$ cat config.mk
export PLATFORM = sky130hd
export DESIGN_NAME = next_audio_op_engine
export DESIGN_NICKNAME = d
export VERILOG_FILES = /design/src/rtl/next_audio_op_engine.sv
export SDC_FILE = /design/constraint.sdc
export NUM_CORES = 1
export LEC_CHECK = 0
export ABC_CLOCK_PERIOD_IN_PS = 5480
export BUFFER_PORTS_ARGS = -buffer_cell sky130_fd_sc_hd__buf_2
export CORE_MARGIN = 4
export CORE_UTILIZATION = 35
export DETAILED_ROUTE_END_ITERATION = 7
export GPL_TIMING_DRIVEN = 0
export PLACE_DENSITY = 0.63
export SYNTH_ARGS = -nofsm -noshare
export SYNTH_HDL_FRONTEND = slang
export SYNTH_SLANG_ARGS = --single-unit
export TNS_END_PERCENT = 10
$ cat constraint.sdc
create_clock -name clk -period 5.48 [get_ports clk]
set_clock_uncertainty 0.05 [all_clocks]
set_input_delay 0.274 -clock clk [delete_from_list [all_inputs] [get_ports clk]]
set_output_delay 0.274 -clock clk [all_outputs]
set_load 0.01 [all_outputs]
$ cat src/rtl/next_audio_op_engine.sv
`default_nettype none
// ============================================================================
//  Module   : next_audio_op_engine
//  Brief    : Decodes NeXT soundbox/keyboard ops into registered control state
//             and plays buffered C7 samples out on a valid/ready stream.
//  Revision : 1.0 - initial release
// ============================================================================
module next_audio_op_engine #(
    parameter int FIFO_AW  = 4,
    parameter int SAMPLE_W = 16
) (
    input  logic                clk,
    input  logic                reset_n,
    input  logic [23:0]         op,
    input  logic                op_valid,
    output logic [SAMPLE_W-1:0] smp_data,
    output logic                smp_valid,
    input  logic                smp_ready,
    output logic                audio_running,
    output logic                audio_22khz,
    output logic                audio_repeat,
    output logic [7:0]          atten,
    output logic                atten_update,
    output logic [7:0]          kbd_led,
    output logic                kbd_led_update,
    output logic                power_on,
    output logic                mic_active,
    output logic [FIFO_AW:0]    fifo_level,
    output logic                overflow,
    output logic                underrun
);

    localparam int               DEPTH    = 2**FIFO_AW;
    localparam logic [FIFO_AW:0] FULL_LVL = (FIFO_AW+1)'(DEPTH);

    localparam logic [1:0] ST_IDLE  = 2'd0;
    localparam logic [1:0] ST_RUN   = 2'd1;
    localparam logic [1:0] ST_DRAIN = 2'd2;

    logic [SAMPLE_W-1:0] mem_q [DEPTH];
    logic [FIFO_AW:0]    wr_q, wr_d, rd_q, rd_d;
    logic [1:0]          state_q, state_d;
    logic                phase_q, phase_d;
    logic                rep_beat_q, rep_beat_d;
    logic                a22_q, a22_d, arep_q, arep_d;
    logic [7:0]          atten_q, atten_d, led_q, led_d;
    logic                atten_upd_q, atten_upd_d, led_upd_q, led_upd_d;
    logic                pwr_q, pwr_d, mic_q, mic_d;
    logic                ovf_q, ovf_d, unr_q, unr_d;

    logic [7:0] opc, data1, data2;
    logic       empty, full, fire, pop, push;
    logic       is_pwr, is_led, is_atten, is_smp, is_mic_on, is_mic_off, is_flush, is_audio;

    assign opc   = op[23:16];
    assign data1 = op[15:8];
    assign data2 = op[7:0];

    assign is_pwr     = op_valid && opc == 8'hC5 && data1 == 8'hEF;
    assign is_led     = op_valid && opc == 8'hC5 && data1 == 8'h00;
    assign is_atten   = op_valid && opc == 8'hC4 && data2 == 8'h00;
    assign is_smp     = op_valid && opc == 8'hC7;
    assign is_mic_on  = op_valid && opc[7:6] == 2'b00 && opc[3:0] == 4'b1011;
    assign is_mic_off = op_valid && opc[7:6] == 2'b00 && opc[3:0] == 4'b0011;
    assign is_flush   = op_valid && opc == 8'hFF;
    assign is_audio   = op_valid && opc[7:6] == 2'b00 && opc[2:0] == 3'b111;

    assign fifo_level = wr_q - rd_q;
    assign empty      = (wr_q == rd_q);
    assign full       = (fifo_level == FULL_LVL);
    assign smp_valid  = (state_q != ST_IDLE) && !empty;
    assign fire       = smp_valid && smp_ready;
    // In 22 kHz mode the entry is only consumed on the second beat of the pair
    assign pop        = fire && (phase_q || !a22_q);
    assign push       = is_smp && (!full || pop);

    always_comb begin
        if (!smp_valid || (phase_q && !rep_beat_q)) begin
            smp_data = '0;
        end else begin
            smp_data = mem_q[rd_q[FIFO_AW-1:0]];
        end
    end

    always_comb begin
        wr_d        = wr_q + (FIFO_AW+1)'(push);
        rd_d        = rd_q + (FIFO_AW+1)'(pop);
        state_d     = state_q;
        phase_d     = phase_q;
        rep_beat_d  = rep_beat_q;
        a22_d       = a22_q;
        arep_d      = arep_q;
        atten_d     = atten_q;
        led_d       = led_q;
        atten_upd_d = 1'b0;
        led_upd_d   = 1'b0;
        pwr_d       = 1'b0;
        mic_d       = mic_q;
        ovf_d       = ovf_q || (is_smp && !push);
        unr_d       = unr_q || (state_q == ST_RUN && smp_ready && empty);

        // Repeat/zero-fill choice is frozen at the first beat of a pair
        if (fire) begin
            if (phase_q) begin
                phase_d = 1'b0;
            end else if (a22_q) begin
                phase_d    = 1'b1;
                rep_beat_d = arep_q;
            end
        end

        if (state_q == ST_DRAIN && empty && !phase_q) begin
            state_d = ST_IDLE;
        end

        if (is_pwr) begin
            pwr_d = 1'b1;
        end else if (is_led) begin
            led_d     = data2;
            led_upd_d = 1'b1;
        end else if (is_atten) begin
            atten_d     = data1;
            atten_upd_d = 1'b1;
        end else if (is_mic_on) begin
            mic_d = 1'b1;
        end else if (is_mic_off) begin
            mic_d = 1'b0;
        end else if (is_flush) begin
            wr_d    = '0;
            rd_d    = '0;
            state_d = ST_IDLE;
            phase_d = 1'b0;
            ovf_d   = 1'b0;
            unr_d   = 1'b0;
            mic_d   = 1'b0;
        end else if (is_audio) begin
            a22_d  = opc[4];
            arep_d = ~opc[5];
            if (opc[3]) begin
                state_d = ST_RUN;
            end else if (state_q == ST_RUN) begin
                state_d = ST_DRAIN;
            end
        end
    end

    always_ff @(posedge clk or negedge reset_n) begin
        if (!reset_n) begin
            wr_q        <= '0;
            rd_q        <= '0;
            state_q     <= ST_IDLE;
            phase_q     <= 1'b0;
            rep_beat_q  <= 1'b0;
            a22_q       <= 1'b0;
            arep_q      <= 1'b0;
            atten_q     <= '0;
            led_q       <= '0;
            atten_upd_q <= 1'b0;
            led_upd_q   <= 1'b0;
            pwr_q       <= 1'b0;
            mic_q       <= 1'b0;
            ovf_q       <= 1'b0;
            unr_q       <= 1'b0;
        end else begin
            wr_q        <= wr_d;
            rd_q        <= rd_d;
            state_q     <= state_d;
            phase_q     <= phase_d;
            rep_beat_q  <= rep_beat_d;
            a22_q       <= a22_d;
            arep_q      <= arep_d;
            atten_q     <= atten_d;
            led_q       <= led_d;
            atten_upd_q <= atten_upd_d;
            led_upd_q   <= led_upd_d;
            pwr_q       <= pwr_d;
            mic_q       <= mic_d;
            ovf_q       <= ovf_d;
            unr_q       <= unr_d;
        end
    end

    always_ff @(posedge clk) begin
        if (push) begin
            mem_q[wr_q[FIFO_AW-1:0]] <= op[SAMPLE_W-1:0];
        end
    end

    assign audio_running  = (state_q != ST_IDLE);
    assign audio_22khz    = a22_q;
    assign audio_repeat   = arep_q;
    assign atten          = atten_q;
    assign atten_update   = atten_upd_q;
    assign kbd_led        = led_q;
    assign kbd_led_update = led_upd_q;
    assign power_on       = pwr_q;
    assign mic_active     = mic_q;
    assign overflow       = ovf_q;
    assign underrun       = unr_q;

endmodule
`default_nettype wire
==> reports/results.tsv <==
metric	value	unit
place_congestion	0.794	
synth_edf_count	256	
crit_slowest_cell	buf_1	
ys_ff_latch	294	
critPathBufInv	5	
slowest_delay	760	ps
setup_viol	0	
hold_viol	0	
antenna_found_initial	0	
critPathMaxFanout	10	
area_delta_synth_final	19.6	%
fp-row-count	66	
p_clk_share	31.2	%
worstPathCellList	buf_2 -> buf_1 -> inv_1 -> ha_1 -> nand4_1 -> o21a_4 -> o21ai_1 -> clkbuf_1 -> a21oi_1 -> buf_2	
ios	75	
syn_area_per_cell	19.8	um2
power_frac_comb	28.7	%
via_per_inst	5.16	
slew_violations	0	
final_cell_mix	edfxtp_1, buf_2, mux4_2, dfrtp_1, buf_4	
cts_resized	0	
cts_max_level	1	
syn_area	11600	um2
finalCritPeriodShare	82.6	%
firstDrtPassIters	5	
grt_use_total	14.9	%
cts_sinks	294	
grt_max_degree	39	
syn_inst	585	
ir_drop	0.275	mV
synth_nets	622	
ys.flop_type	edfxtp_1	
rsz0062_at_grt	no	
worst_setup_path_end_kind	output pin	
final_common_cell	edfxtp_1	
postPlaceCellArea	12900	um2
arrival	4200	ps
p_switching	1.88	mW
coreArea	32600	um2
synth.distinct_cells	46	
seq_area_frac_synth	74.4	%
async_reset_ff_share	12.9	%
slew_headroom	34.0	%
cts_tree	yes	
clk_path_buf_depth	3	
p_per_area	451	nW/um2
fin_crit	4530	ps
internal_power	4.37	mW
first_iter_violations	547	
globalRouteOverflowTotal	0	
fmax	221	MHz
num_vias	6157	
drcViolationCount	0	
die_h	190	um
hold_path_class	primary input to register	
ant_nets	0	
cp_top_family	buffers and inverters	
yosysWarnings	0	
grt_pass1_vias	6539	
instances_no_fill	1194	
worst_setup_path_start_kind	register	
cap_violations	0	
fin_area	13900	um2
drive_gt1_share	36.2	%
clock_latency	550	ps
path_common_cell	buf_2	
status	complete, no violations	
criticalPathCategory	register to output pin	
seq_power_share	40.1	%
die_w	190	um
wl_per_cell	22.3	um
holdWs	92.6	ps
netSwitchingFraction	30.1	%
power.leakage	4.80	nW
dpl.hpwl	18400	um
nets	767	
die_area	36100	um2
portBuffers	74	
grt_pass1_wl	41000	um
drt_wl_total	26700	um
placed_cells	1135	
cts-buffers-inserted	29	
clk_pin_slew	60	ps
worst_pin_slew	981	ps
start_util	35.6	%
cp.required	5160	ps
cts_root_buf	clkbuf_16	
insertedDiodeCount	0	
[routing by layer]
| metal | track usage [%] | share of wire [%] | vias up |
|---|---|---|---|
| met1 | 21.0 | 43 | 3240 |
| met2 | 24.4 | 49 | 201 |
| met3 | 3.03 | 6.7 | 34 |
| met5 | 0 | 0 | - |
| li1 | - | - | 2682 |
| met4 | 3.14 | 1.8 | 0 |
[synth_stat cells (all sizes together) (2+ instances only)]
| master | n | area, um2 |
|---|---|---|
| a21oi | 20 | 100 |
| a22o | 2 | 17.5 |
| a22oi | 32 | 240 |
| and3 | 2 | 12.5 |
| buf | 12 | 71.3 |
| clkbuf | 12 | 46.3 |
| dfrtp | 38 | 951 |
| edfxtp | 256 | 7690 |
| ha | 8 | 100 |
| inv | 11 | 41.3 |
| mux2 | 17 | 191 |
| mux4 | 64 | 1440 |
| nand2 | 15 | 56.3 |
| nand2b | 3 | 18.8 |
| nand3 | 8 | 45.0 |
| nand4 | 2 | 12.5 |
| nor2 | 19 | 71.3 |
| nor2b | 6 | 37.5 |
| nor3 | 7 | 62.6 |
| nor4 | 19 | 119 |
| o21ai | 3 | 15.0 |
| or2 | 6 | 37.5 |
| xnor2 | 6 | 52.6 |
| xor2 | 4 | 42.6 |
[per-stage QoR]
step | total power [mW] | setup TNS [ps] | utilization, % | setup WS (ps)
global placement | 4.34 | -231010 | 38.4 | -1090
floorplan | 3.70 | 0 | - | 1180
detailed placement | 4.36 | 0 | 39.5 | 1070
finish | 6.26 | 0 | 42.6 | 951
global route | 6.54 | 0 | 42.6 | 736
CTS | 6.32 | 0 | 42.6 | 960
[path summary, 6_finish.rpt]
check	start	end	slack, ps	cells after the start
min reg2reg	rep_beat_q	rep_beat_q	450	2
max reg2reg	rd_q[1]	mem_q[4][11]	1050	12
max	rd_q[1]	smp_data[6]	950	10
min	op[5]	mem_q[13][5]	90	1
max in group asynchronous	reset_n	atten[0]	4370	2
min in group asynchronous	reset_n	audio_repeat	380	2
[state kept, by name (all words and copies together), names as in the netlist]
signal          flops
power_on            1
rd_q                5
overflow            1
mem_q             256
audio_22khz         1
kbd_led             8
mic_active          1
atten               8
underrun            1
phase_q             1
kbd_led_update      1
atten_update        1
audio_repeat        1
state_q             2
rep_beat_q          1
wr_q                5
[final cells by class]
cell class              count  area, um2
well taps                 442        553
repair buffers            114        689
clock buffers              39        783
plain buffers              24        118
flip-flops and latches    294       8640
inverters                  11       41.3
clock inverters            14        151
fillers                  2864      18700
multi-input cells         256       2910
[what timing repair did]
item                       in CTS  in global routing
hold endpoints to repair       45                  0
setup endpoints to repair       0                  0
hold buffers                    6                  0
setup buffers                   0                  0
[cells by family after synthesis]
| group | Yosys count | share of synthesized area [%] |
|---|---|---|
| adders and majority gates | 9 | 1.03 |
| AOI/OAI and AO/OA | 63 | 3.73 |
| xor gates and xnor gates | 10 | 0.819 |
| and+or+nand+nor | 92 | 4.47 |
| muxes | 82 | 14.2 |
| DFF | 294 | 74.4 |
| buffers and inverters | 35 | 1.37 |
[power by group through the flow]
stage	combinational, mW	clock [mW]	sequential (mW)
final	1.79	1.95	2.51
after global routing	1.94	2.09	2.51
after global placement	1.79	0	2.55
after detailed placement	1.81	0	2.55
after floorplan	1.15	0	2.54
after CTS	1.82	1.99	2.51
[worst reg2reg max path, cell delays in order, from the launching register on]
cell and delay [ps]:
dfrtp_1 500, buf_2 310, buf_1 760, inv_1 110
ha_1 340, nand4_1 150, o21a_4 160, and3b_4 210
nor4bb_1 60, buf_6 160, buf_6 150, nor4_2 840
buf_4 320
(Power assumes the default switching activity.)
